### config.mk
export PLATFORM = sky130hd
export DESIGN_NAME = buf_port_sched
export DESIGN_NICKNAME = d
export VERILOG_FILES = /design/src/rtl/buf_sched_pkg.sv /design/src/rtl/buf_rr_arb.sv /design/src/rtl/buf_port_sched.sv
export SDC_FILE = /design/constraint.sdc
export NUM_CORES = 1
export LEC_CHECK = 0
export CORE_MARGIN = 2
export CORE_UTILIZATION = 43
export CTS_CLUSTER_SIZE = 16
export DETAILED_ROUTE_END_ITERATION = 10
export PLACE_DENSITY_LB_ADDON = 0.1
export SLEW_MARGIN = 20
export SYNTH_ARGS = -nofsm -noshare
export SYNTH_HDL_FRONTEND = slang
export SYNTH_HIERARCHICAL = 1
export SYNTH_SLANG_ARGS = --single-unit
### constraint.sdc
create_clock -name Clock -period 2.6 [get_ports Clock]
set_input_delay 0.39 -clock Clock [delete_from_list [all_inputs] [get_ports Clock]]
set_output_delay 0.39 -clock Clock [all_outputs]
set_load 0.1 [all_outputs]
### src/rtl/buf_sched_pkg.sv
// Shared definitions for the port-A page-buffer burst scheduler: default widths,
// FSM state encoding, requester indices and a one-hot helper.
package buf_sched_pkg;

  localparam int BUF_ADDR_W = 11;
  localparam int BUF_DATA_W = 8;
  localparam int BUF_LEN_W  = BUF_ADDR_W + 1;

  typedef enum logic [1:0] {
    IDLE  = 2'd0,
    XFER  = 2'd1,
    DRAIN = 2'd2
  } sched_state_t;

  localparam logic REQ_HOST = 1'b0;
  localparam logic REQ_NAND = 1'b1;

  function automatic logic [1:0] req_onehot(input logic idx);
    return idx ? 2'b10 : 2'b01;
  endfunction

endpackage

### src/rtl/buf_rr_arb.sv
// Two-way round-robin arbiter; on a tie the requester not granted last wins.
// The pointer only moves when the scheduler actually accepts a burst.
module buf_rr_arb
  import buf_sched_pkg::*;
(
  input  logic       clock,
  input  logic       reset,
  input  logic [1:0] req,
  input  logic       accept,
  output logic       winner
);

  logic last_gnt;

  always_comb begin
    winner = REQ_HOST;
    if (req == 2'b11) begin
      winner = ~last_gnt;
    end else if (req == 2'b10) begin
      winner = REQ_NAND;
    end
  end

  // Resetting to "NAND was last" makes the host win the first tie.
  always_ff @(posedge clock) begin
    if (reset) begin
      last_gnt <= REQ_NAND;
    end else if (accept) begin
      last_gnt <= winner;
    end
  end

endmodule

### src/rtl/buf_port_sched.sv
// Burst scheduler owning port A of the page buffer: arbitrates host/NAND bursts and
// runs one access per cycle. Optional macro BUF_SCHED_BOUND_EN rejects bursts past the end.
module buf_port_sched
  import buf_sched_pkg::*;
#(
  parameter int ADDR_W = BUF_ADDR_W,
  parameter int DATA_W = BUF_DATA_W,
  parameter int LEN_W  = ADDR_W + 1
) (
  input  logic                Clock,
  input  logic                Reset,
  input  logic [1:0]          Req,
  input  logic [1:0]          ReqWr,
  input  logic [2*ADDR_W-1:0] ReqAddr,
  input  logic [2*LEN_W-1:0]  ReqLen,
  input  logic [2*DATA_W-1:0] WData,
  output logic [1:0]          Gnt,
  output logic [1:0]          DStrobe,
  output logic [1:0]          RValid,
  output logic [DATA_W-1:0]   RData,
  output logic [1:0]          Done,
  output logic [1:0]          Err,
  output logic                Busy,
  output logic [ADDR_W-1:0]   BufAddress,
  output logic [DATA_W-1:0]   BufDataIn,
  output logic                BufClockEn,
  output logic                BufWr,
  input  logic [DATA_W-1:0]   BufQ
);

  localparam logic [ADDR_W-1:0] A_ONE = {{(ADDR_W-1){1'b0}}, 1'b1};
  localparam logic [LEN_W-1:0]  L_ONE = {{(LEN_W-1){1'b0}}, 1'b1};

  sched_state_t      state, state_n;
  logic              owner, owner_n;
  logic [ADDR_W-1:0] cur, cur_n;
  logic [ADDR_W-1:0] addr_q, addr_n;
  logic [LEN_W-1:0]  remaining, rem_n;
  logic              ce_q, ce_n;
  logic              wr_q, wr_n;
  logic              rvalid_q;
  logic [1:0]        gnt_q, gnt_n;
  logic              accept;
  logic              winner;
  logic              reject;
  logic              sel_wr;
  logic [ADDR_W-1:0] sel_addr;
  logic [LEN_W-1:0]  sel_len;

  buf_rr_arb u_arb (
    .clock  (Clock),
    .reset  (Reset),
    .req    (Req),
    .accept (accept),
    .winner (winner)
  );

  assign sel_wr   = winner ? ReqWr[1] : ReqWr[0];
  assign sel_addr = winner ? ReqAddr[2*ADDR_W-1:ADDR_W] : ReqAddr[ADDR_W-1:0];
  assign sel_len  = winner ? ReqLen[2*LEN_W-1:LEN_W] : ReqLen[LEN_W-1:0];

`ifdef BUF_SCHED_BOUND_EN
  logic [LEN_W:0] span;
  logic [1:0]     err_q;

  assign span   = (LEN_W+1)'(sel_addr) + (LEN_W+1)'(sel_len);
  assign reject = span > (LEN_W+1)'(2**ADDR_W);

  // Err shares the Gnt timing: both register on the accepting IDLE cycle.
  always_ff @(posedge Clock) begin
    if (Reset) begin
      err_q <= 2'b00;
    end else if (accept && reject) begin
      err_q <= req_onehot(winner);
    end else begin
      err_q <= 2'b00;
    end
  end

  assign Err = err_q;
`else
  assign reject = 1'b0;
  assign Err    = 2'b00;
`endif

  // Next-state logic; the access signals for the coming cycle are computed here
  // so that BufAddress/BufWr/BufClockEn leave the block straight from flops.
  always_comb begin
    state_n = state;
    owner_n = owner;
    cur_n   = cur;
    rem_n   = remaining;
    addr_n  = addr_q;
    wr_n    = wr_q;
    ce_n    = 1'b0;
    gnt_n   = 2'b00;
    accept  = 1'b0;
    unique case (state)
      IDLE: begin
        if (|Req) begin
          accept  = 1'b1;
          owner_n = winner;
          gnt_n   = req_onehot(winner);
          if (reject || (sel_len == '0)) begin
            state_n = DRAIN;
            wr_n    = 1'b0;
          end else begin
            state_n = XFER;
            ce_n    = 1'b1;
            wr_n    = sel_wr;
            addr_n  = sel_addr;
            cur_n   = sel_addr + A_ONE;
            rem_n   = sel_len;
          end
        end
      end
      XFER: begin
        if (remaining == L_ONE) begin
          state_n = DRAIN;
          wr_n    = 1'b0;
          rem_n   = '0;
        end else begin
          ce_n   = 1'b1;
          addr_n = cur;
          cur_n  = cur + A_ONE;
          rem_n  = remaining - L_ONE;
        end
      end
      DRAIN: begin
        state_n = IDLE;
      end
      default: begin
        state_n = IDLE;
      end
    endcase
  end

  // A reset anywhere abandons the burst; DRAIN is skipped, so no Done appears.
  always_ff @(posedge Clock) begin
    if (Reset) begin
      state     <= IDLE;
      owner     <= REQ_HOST;
      cur       <= '0;
      remaining <= '0;
      addr_q    <= '0;
      ce_q      <= 1'b0;
      wr_q      <= 1'b0;
      gnt_q     <= 2'b00;
      rvalid_q  <= 1'b0;
    end else begin
      state     <= state_n;
      owner     <= owner_n;
      cur       <= cur_n;
      remaining <= rem_n;
      addr_q    <= addr_n;
      ce_q      <= ce_n;
      wr_q      <= wr_n;
      gnt_q     <= gnt_n;
      rvalid_q  <= ce_q & ~wr_q;
    end
  end

  assign Busy       = (state != IDLE);
  assign Gnt        = gnt_q;
  assign BufAddress = addr_q;
  assign BufClockEn = ce_q;
  assign BufWr      = wr_q;
  assign Done       = (state == DRAIN) ? req_onehot(owner) : 2'b00;
  assign DStrobe    = (ce_q & wr_q) ? req_onehot(owner) : 2'b00;
  assign RValid     = rvalid_q ? req_onehot(owner) : 2'b00;
  assign RData      = rvalid_q ? BufQ : '0;

  // The write byte goes straight from the owner's data bus to the buffer.
  assign BufDataIn = (ce_q & wr_q) ? (owner ? WData[2*DATA_W-1:DATA_W] : WData[DATA_W-1:0])
                                   : '0;

endmodule

==> Word-level counts from Yosys, hierarchy flattened <==
Cells that the tools add are included.
{ "word_totals": {"inputBits": 76, "output_inout_bits": 40, "word_cells": 78, "reg_bits": 43} }
{ "classes": {"add_sub_neg": 3, "bitwise": 6, "muxes": 39, "n_reduce_logical": 11, "n_eq_ne": 9} }
{ "op_table": {"columns": ["operator", "count"], "rows": [
  ["2-to-1 mux 11 bit", 7],
  ["2-to-1 mux 12 bit", 4],
  ["case mux 11 bit (2 select lines)", 2],
  ["2-to-1 mux 8 bit", 3],
  ["case mux 12 bit (2 select lines)", 1],
  ["adder 11 x 1 -> 11 bit, second input constant", 2],
  ["2-to-1 mux 2 bit", 8],
  ["== test 12 x 1 -> 1 bit, second input constant", 1],
  ["zero test 12 bit", 1],
  ["subtractor 12 x 1 -> 12 bit, second input constant", 1],
  ["2-to-1 mux 1 bit", 11],
  ["!= test 2 bit, second input constant", 4],
  ["== test 2 bit, second input constant", 3],
  ["AND reduction 3 bit", 2],
  ["inverter 1 bit", 4],
  ["case mux 1 bit (2 select lines)", 2],
  ["case mux 2 bit (2 select lines)", 1],
  ["AND reduction 2 bit", 2],
  ["AND reduction 4 bit", 1],
  ["nonzero test 2 bit", 2],
  ["OR reduction 3 bit", 1],
  ["AND 1 bit", 2],
  ["== test 2 x 1 -> 1 bit, second input constant", 1],
  ["zero test 2 bit", 1],
  ["OR reduction 2 bit", 1]
]} }

==> Logic depth before layout (Yosys ltp) <==
Gate-level depths: netlist of the first run.
{ "depth": {"ltp_word": 8, "depth_mapped": 10, "depth_no_buf": 9} }

==> Hierarchy <==
The synthesis of the first run kept the hierarchy.
{ "modules_own_cells": {"columns": ["module", "cells_each", "seq_area_each_um2", "n_inst", "area_per_inst_um2"], "rows": [
  ["buf_port_sched", 330, 840.8, 1, 2631.3],
  ["buf_rr_arb", 4, 20.0, 1, 42.5]
]} }

==> Least setup slack after synthesis of the first run <==
OpenSTA, ideal clock, no wires.
{ "synth_path": {"path_kind": "register to output", "startpoint": "register wr_q (netlist: BufWr)", "endpoint": "output BufDataIn[0]", "arrival_ns": 3.576, "required_ns": 2.210, "n_path_buf": 0, "setup_slack_ns": -1.366, "stages_incl_launch_ff": 4, "cell_sequence": "dfxtp_1 -> nand2_1 -> nor2_1 -> a22o_1"} }
{ "synth_between": {"elab_chain_cells": 2} }
{ "synth_rtl": {"columns": ["item", "line_no", "text"], "rows": [
  ["start, declared", "buf_port_sched.sv:40", "logic wr_q, wr_n;"],
  ["start signal, assigned", "buf_port_sched.sv:157", "wr_q <= wr_n;"],
  ["AND 1 bit", "buf_port_sched.sv:174", "assign BufDataIn = (ce_q & wr_q) ? (owner ? WData[2*DATA_W-1:DATA_W] : WData[DATA_W-1:0])"],
  ["2-to-1 mux 8 bit", "buf_port_sched.sv:174", null],
  ["end, declared", "buf_port_sched.sv:25", "output logic [DATA_W-1:0] BufDataIn,"]
]} }
Every way passes these cells.

==> Worst setup path in the final report of the first run <==
{ "layout_path": {"startpoint": "input Req[0]", "endpoint": "register addr_q[2] (netlist: BufAddress[2])"} }
{ "layout_between": {"elab_chain_cells": 7, "word_cells_on_any_way": 14, "classes_between": "4 x eq/ne; 7 x mux; 3 x reduce/logical"} }
{ "layout_rtl": {"columns": ["item", "line_no", "text"], "rows": [
  ["start, declared", "buf_port_sched.sv:12", "input logic [1:0] Req,"],
  ["== test 2 bit", "buf_rr_arb.sv:19", "end else if (req == 2'b10) begin"],
  ["2-to-1 mux 1 bit", "buf_rr_arb.sv:19", null],
  ["2-to-1 mux 1 bit *", "buf_rr_arb.sv:17", "if (req == 2'b11) begin"],
  ["via winner", "buf_port_sched.sv:44", "logic winner;"],
  ["2-to-1 mux 12 bit or 2-to-1 mux 11 bit (tied branches)", "buf_port_sched.sv:60, buf_port_sched.sv:59", null],
  ["zero test 12 bit or 2-to-1 mux 11 bit (tied branches)", "buf_port_sched.sv:104", "if (reject || (sel_len == '0)) begin"],
  ["!= test 2 bit (no source line) or 2-to-1 mux 11 bit (tied branches)", null, null],
  ["AND reduction 4 bit (no source line) or case mux 11 bit (2 select lines) (tied branches)", null, null],
  ["end signal, assigned", "buf_port_sched.sv:155", "addr_q <= addr_n;"],
  ["end, declared", "buf_port_sched.sv:37", "logic [ADDR_W-1:0] addr_q, addr_n;"]
]} }
The timed path passes the listed nets; every way through them passes the cells marked *. The select of a mux whose other input is x is not followed.
A chain may end at the register's enable or synchronous reset.

==> summary.md, run 1 <==
| Metric | Value |
|---|---|
| Period minus WS final | 2.53 ns |
| CP arrival | 2.70 ns |
| DR iter-0 viols | 176 |
| Worst-Margin Slew | 0.701 ns |
| Synth warn | 6 |
| GRT Total Usage | 0.226 |
| CP max FO | 8 |
| Final net count | 546 |
| Cell Area, Placed | 0.00400 mm² |
| Met1 usage in global routing | 0.257 |
| Status | finished clean |
| Main synth FF type | dfxtp_1 |
| Fin crit share | 0.971 |
| CTS HTree Levels | 2 |
| Wire per inst | 14.9 µm |
| Seq/Total Area, Yosys | 0.322 |
| GRT met2 Usage | 0.419 |
| DRC | 0 |
| Routed WL | 8120 µm |
| First-pass GRT wire length | 13100 µm |
| Endpoints failing hold | 0 |
| Drt pass-1 iters | 5 |
| CTS Root Buffer Type | clkbuf_8 |
| Layout cells sized above 1 | 0.246 |
| Crit Path Class | input port to flop |
| Largest net degree at the start of global routing | 22 |
| Rel. slew slack | 0.530 |
| Clk_skew | 0.00991 ns |
| Antenna violations before repair | 0 |
| Die ar. | 0.00686 mm² |
| Leakage | 1.86 nW |
| Crit Reg-Reg Endpoint | BufAddress[2] |
| Clock sink count | 43 |
| Power Density | 600 mW/mm² |
| Top Ports | 116 |
| Cell Chain, Critical Path | clkdlybuf4s50_1 > a21boi_4 > nor4b_2 > buf_4 > nand4_1 > a21oi_2 > buf_4 > nor2_2 > buf_4 > mux2i_1 > nor2_1 |
| Final GP Congestion | 0.913 |
| RSZ-0062 raised after global routing | true |
| Crit-path most repeated cell | buf_4 |
| Chip height | 82.9 µm |
| Distinct cells, synth | 43 |
| Ant. Diodes | 0 |
| Post-synth ARST share | 0 |
| Vias | 2914 |
| Fin. max-slew vios | 0 |
| Max Clk Rate | 396 MHz |
| Finished Cell Area | 0.00415 mm² |
| Worst Hold Class | flop to flop |
| Hold Path Sink | BufAddress[0] |
| FF-to-FF Start | remaining[1] |
| CP Capture Type | flop |
| CTS buffer count | 5 |
| Avg Cell Area, Syn | 8.01 µm² |
| Number of flops mapped to enable cells by yosys | 0 |
| IO Port Bufs | 113 |
| Antenna Violating Nets Remaining | 0 |
| GRT overflow | 0 |
| # rows | 28 |
| Routing usage on met3 | 0.0398 |
| Syn Inst Count | 334 |
| Critical Path RT | 2.78 ns |
| DP HPWL | 6230 µm |
| Setup Total Neg Slack | 0 ns |
| Max stage delay on crit path | 0.46 ns |
| Reg2Reg Depth | 9 |
| Initial Utilization | 0.449 |
| Startpoint types | input port |
| Total chip power | 2.49 mW |
| GRT busiest layer | met2 |
| Setup Viol. Count Final | 0 |
| FF+latch count, synth | 43 |
| DR vias/cell | 5.37 |
| Core area | 0.00596 mm² |
| Number of max-cap violations | 0 |
| Mapped Area | 0.00267 mm² |
| CTS tree | yes |
| Worst hold start | BufAddress[0] |
| Max Buffers Root-to-Sink | 2 |
| Max VDD drop | 0.000436 V |
| CTS clk-pin slew, worst paths | 0.09 ns |
| Slowest CP cell | clkdlybuf4s50_1 |
| Area delta synth->final | 55.4% |
| R2R Setup Slk | 0.27 ns |
| Die W | 82.9 µm |
| Clock Latency Late Sink | 0.30 ns |
| Vias in the first global route | 2808 |
| Hold depth | 2 |
==> critical path, delay by kind of cell <==
family | cells | cell delay [ns]
AO/OA/AOI/OAI | 2 | 0.63
buffers and inverters | 4 | 0.98
multiplexers | 1 | 0.15
AND/OR/NAND/NOR | 4 | 0.55
==> flip-flops by register name, indices dropped and copies added (netlist names) <==
register        flops
BufAddress         11
BufClockEn          1
BufWr               1
Gnt                 2
cur                11
owner               1
remaining          12
rvalid_q            1
state               2
u_arb/last_gnt      1
==> power by group <==
part	total (mW)	internal (mW)	switching, mW	leakage (nW)
clock	0.468	0.217	0.250	0.0474
combinational	1.19	0.470	0.722	1.46
sequential	0.833	0.753	0.0798	0.357
total	2.49	1.44	1.05	1.86
==> cells in the mapped netlist, types with 6 or more instances <==
cell / count / share of area
a211oi_1: 11 / 0.031
a21oi_1: 18 / 0.034
a22o_1: 8 / 0.026
and2_1: 9 / 0.021
buf_2: 6 / 0.011
clkbuf_1: 10 / 0.014
dfxtp_1: 43 / 0.32
inv_1: 16 / 0.022
mux2_2: 9 / 0.038
mux2i_1: 34 / 0.13
nand2_1: 21 / 0.029
nand4_1: 6 / 0.014
nor2_1: 50 / 0.070
nor2b_1: 6 / 0.014
nor3_1: 12 / 0.022
nor3b_1: 6 / 0.017
nor4_1: 7 / 0.016
o21ai_0: 16 / 0.030
xnor2_1: 7 / 0.023
==> kinds of logic after synthesis <==
| logic type | Yosys count | synth area share |
|---|---|---|
| other | 1 | 0.00140 |
| adders and majority gates | 3 | 0.0140 |
| muxes | 43 | 0.165 |
| DFF | 43 | 0.322 |
| xor gates and xnor gates | 9 | 0.0295 |
| and+or+nand+nor | 133 | 0.251 |
| buffers and inverters | 37 | 0.0590 |
| AOI/OAI and AO/OA | 65 | 0.158 |
==> worst max-delay path by stage <==
stage	slack, ns	start	to	depth (start not counted)
after CTS	0.03	Req[1]	cur[8]	11
after detailed placement	-0.36	Req[1]	remaining[8]	8
after floorplan	0.18	Req[1]	cur[8]	10
after global placement	-0.24	Req[1]	cur[10]	10
after global routing	-0.09	Req[0]	BufAddress[2]	11
final	0.07	Req[0]	BufAddress[2]	11
==> metrics by stage <==
step                      instances  hold slack [ns]  setup WS (ns)   util
after floorplan                 335            0.458          0.177      -
after global placement          534            0.477         -0.243  0.672
after detailed placement        534            0.467         -0.361  0.672
after CTS                       542            0.485         0.0338  0.690
after global routing            543            0.525        -0.0852  0.697
final                           543            0.481         0.0749  0.697
==> layer usage <==
layer | part of all wire | vias to the layer above
met2 | 0.53 | 112
li1 | - | 1449
met5 | 0 | -
met4 | 0.025 | 0
met3 | 0.051 | 19
met1 | 0.39 | 1334
==> cell type report <==
cell class	count	area, µm²
multi-input combinational	255	1730
timing repair buffer	146	1310
sequential	43	863
clock inverter	2	16.3
inverter	16	60.1
fill	521	1800
clock buffer	6	82.6
tap	75	93.8
==> what timing repair did <==
| action | in CTS | in global routing |
|---|---|---|
| setup endpoints to repair | 6 | 23 |
| buffers inserted | 0 | 1 |
| pin swaps | 0 | 2 |
| hold buffers | 0 | 0 |
| resized for setup | 2 | 9 |
==> layout by cell type, fill, tap and decap left out, drive strengths merged, types with 3 or more instances in the layout <==
| master | n |
|---|---|
| a211oi | 11 |
| a21oi | 18 |
| a22o | 8 |
| and2 | 9 |
| buf | 71 |
| clkbuf | 6 |
| clkdlybuf4s50 | 74 |
| dfxtp | 43 |
| ha | 3 |
| inv | 16 |
| mux2 | 9 |
| mux2i | 34 |
| nand2 | 21 |
| nand3 | 3 |
| nand4 | 6 |
| nor2 | 50 |
| nor2b | 6 |
| nor3 | 12 |
| nor3b | 6 |
| nor4 | 8 |
| o21ai | 16 |
| o22ai | 4 |
| o32ai | 3 |
| or4 | 3 |
| xnor2 | 7 |
Power figures use the tool's default switching activity.
==> inputs of run 2 (changes only) <==
CORE_UTILIZATION = 55   (was 43)
DONT_BUFFER_PORTS = 1   (was unset)
==> run 2 against run 1 <==
Clock skew is 0.0061 ns lower. Critical path depth is 2 lower. Register-to-register slack worse by 0.07 ns. First-iteration DRC count is 15% higher. Fmax is 5.2% higher. Routed wire length is 17% lower. Via count is 15% lower. Critical endpoint is now BufAddress[6]. Non-clock buffer count is 107 lower. Design area is 23% lower. Sequential cell count stayed put.
==> summary.md, run 2 (same netlist as run 1, synthesis figures left out) <==
| Metric | Value |
|---|---|
| CP Capture Type | flop |
| Final net count | 439 (-20%) |
| Postcts setup bufs | 0 (unchanged) |
| CTS clk-pin slew, worst paths | 0.08 ns (about the same) |
| First-pass GRT wire length | 10100 µm (-23%) |
| GRT met2 Usage | 0.431 (+0.0112) |
| Largest net degree at the start of global routing | 44 (+100%) |
| Die ar. | 0.00544 mm² (-21%) |
| Routed WL | 6740 µm (-17%) |
| Max Buffers Root-to-Sink | 2 (unchanged) |
| Clk_skew | 0.00383 ns (-0.00607 ns) |
| Top Ports | 116 (unchanged) |
| RSZ-0062 raised after global routing | false |
| DRC | 0 (unchanged) |
| Area delta synth->final | 19.2% |
| CTS Root Buffer Type | clkbuf_8 |
| Util after Layout | 0.679 (-0.0183) |
| Leakage | 1.40 nW (-25%) |
| Worst-Margin Slew | 0.976 ns (+0.275 ns) |
| Crit Reg-Reg Endpoint | BufAddress[6] |
| Layout cells sized above 1 | 0.222 (-0.0241) |
| Met1 usage in global routing | 0.272 (+0.0150) |
| Status | finished clean |
| CTS buffer count | 5 (unchanged) |
| Most common cell after layout, fill and taps aside | nor2_1 |
| Hold Path Sink | BufAddress[0] |
| Worst hold start | Reset |
| Final GP Congestion | 0.859 (-5.9%) |
| CTS HTree Levels | 2 (unchanged) |
| Antenna violations before repair | 0 (unchanged) |
| Core area | 0.00469 mm² (-21%) |
| Hold depth | 1 (-1) |
| Startpoint types | flop |
| Endpoints failing hold | 0 (unchanged) |
| R2R Setup Slk | 0.20 ns (-0.07 ns) |
| GRT Total Usage | 0.243 (+0.0171) |
| CP max FO | 23 (+15) |
| GRT overflow | 0 (unchanged) |
| Rel. slew slack | 0.349 (-0.182) |
| Drt pass-1 iters | 4 (-1) |
| Crit Path Class | flop to flop |
| Most frequent cells in the layout | 48 x nor2_1, 41 x dfxtp_1, 34 x mux2i_1, 31 x buf_4, 21 x nand2_1 |
| Fillers | 409 (-21%) |
| Antenna Violating Nets Remaining | 0 (unchanged) |
| Vias | 2475 (-15%) |
| Number of max-cap violations | 0 (unchanged) |
| GRT busiest layer | met2 |
| DR vias/cell | 5.96 (+11%) |
| Fin. max-slew vios | 0 (unchanged) |
| Setup Viol. Count Final | 0 (unchanged) |
| CTS Hold Bufs | 0 (unchanged) |
| Worst Hold Class | input port to flop |
| Max VDD drop | 0.000444 V (+1.8%) |
| Clock sink count | 43 (unchanged) |
| Max FFs per register | 12 (unchanged) |
| Ant. Diodes | 0 (unchanged) |
| CTS tree | yes |
| Chip height | 73.7 µm (-11%) |
| DP HPWL | 5170 µm (-17%) |
| Hold WS | 0.154 ns (-0.327 ns) |
| Die W | 73.7 µm (-11%) |
| FF-to-FF Start | u_arb/last_gnt |
| Period minus WS final | 2.40 ns (-0.124 ns) |
| Critical Path RT | 2.84 ns (+0.06 ns) |
| CP arrival | 2.64 ns (-0.06 ns) |
| Initial Utilization | 0.570 (+0.121) |
| DR iter-0 viols | 203 (+15%) |
| Wire per inst | 16.2 µm (+8.7%) |
| Fin crit share | 0.923 (-0.0479) |
| Power Density | 697 mW/mm² (+16%) |
| IO Port Bufs | 0 (-100%) |
| Setup Total Neg Slack | 0 ns (unchanged) |
| # rows | 25 (-11%) |
| Reg2Reg Depth | 9 (unchanged) |
| Reg with most FFs | remaining |
| Clock Latency Late Sink | 0.31 ns (about the same) |
| Vias in the first global route | 2186 (-22%) |
| Max Clk Rate | 417 MHz (+5.2%) |
| Routing usage on met3 | 0.0617 (+0.0220) |
-- run 2: cell type report --
cell class,instances,area (µm²),area share
clock buffers,6,72.6,0.0228
clock inverters,2,12.5,0.00393
inverters,16,60.1,0.0188
multi-input cells,255,1720,0.539
flip-flops and latches,43,863,0.271
well taps,54,67.6,0.0212
repair buffers,39,393,0.123
-- run 2: worst max-delay path by stage --
stage                   startpoint            end  slack [ns]  depth (start not counted)
floorplan                   Req[1]         cur[8]        0.18                         10
global placement            Req[1]   remaining[4]       -0.06                          9
detailed placement          Req[1]   remaining[4]        -0.1                          9
CTS                 u_arb/last_gnt   remaining[4]        0.13                          9
global route        u_arb/last_gnt  BufAddress[5]        0.02                          9
finish              u_arb/last_gnt  BufAddress[6]        0.20                          9
-- run 2: per-stage QoR --
step,instance area [µm²],power (mW),instances,setup slack [ns]
floorplan,2700,1.64,335,0.177
CTS,3180,2.22,415,0.126
global placement,3090,1.79,407,-0.0630
global route,3190,2.33,415,0.0163
detailed placement,3090,1.80,407,-0.0956
finish,3190,2.22,415,0.199
-- run 2: where the power goes --
group	internal [mW]	switching [mW]
Clock	0.188	0.238
Combinational	0.302	0.476
Sequential	0.753	0.264
-- run 2: critical path: stages, from the launching register on --
cell and delay (ns):
dfxtp_1 0.37, a21boi_4 0.11, buf_4 0.17, nor4_1 0.44, nand4_1 0.26, a21oi_1 0.30, nor2_2 0.16, buf_4 0.25
mux2i_1 0.14, nor2_1 0.13
-- run 2: what timing repair did --
| item | in CTS | in global routing |
|---|---|---|
| pin swaps | 0 | 0 |
| endpoints found under the hold margin | 0 | 0 |
| resized for setup | 1 | 2 |
| endpoints found under the setup margin | 6 | 7 |
-- run 2: per-layer routing --
| metal | routed length (µm) | vias up | part of all wire |
|---|---|---|---|
| met5 | 0 | - | 0 |
| met4 | 170 | 0 | 0.025 |
| met3 | 432 | 14 | 0.064 |
| met2 | 3610 | 98 | 0.54 |
| met1 | 2530 | 1133 | 0.38 |
| li1 | - | 1230 | - |
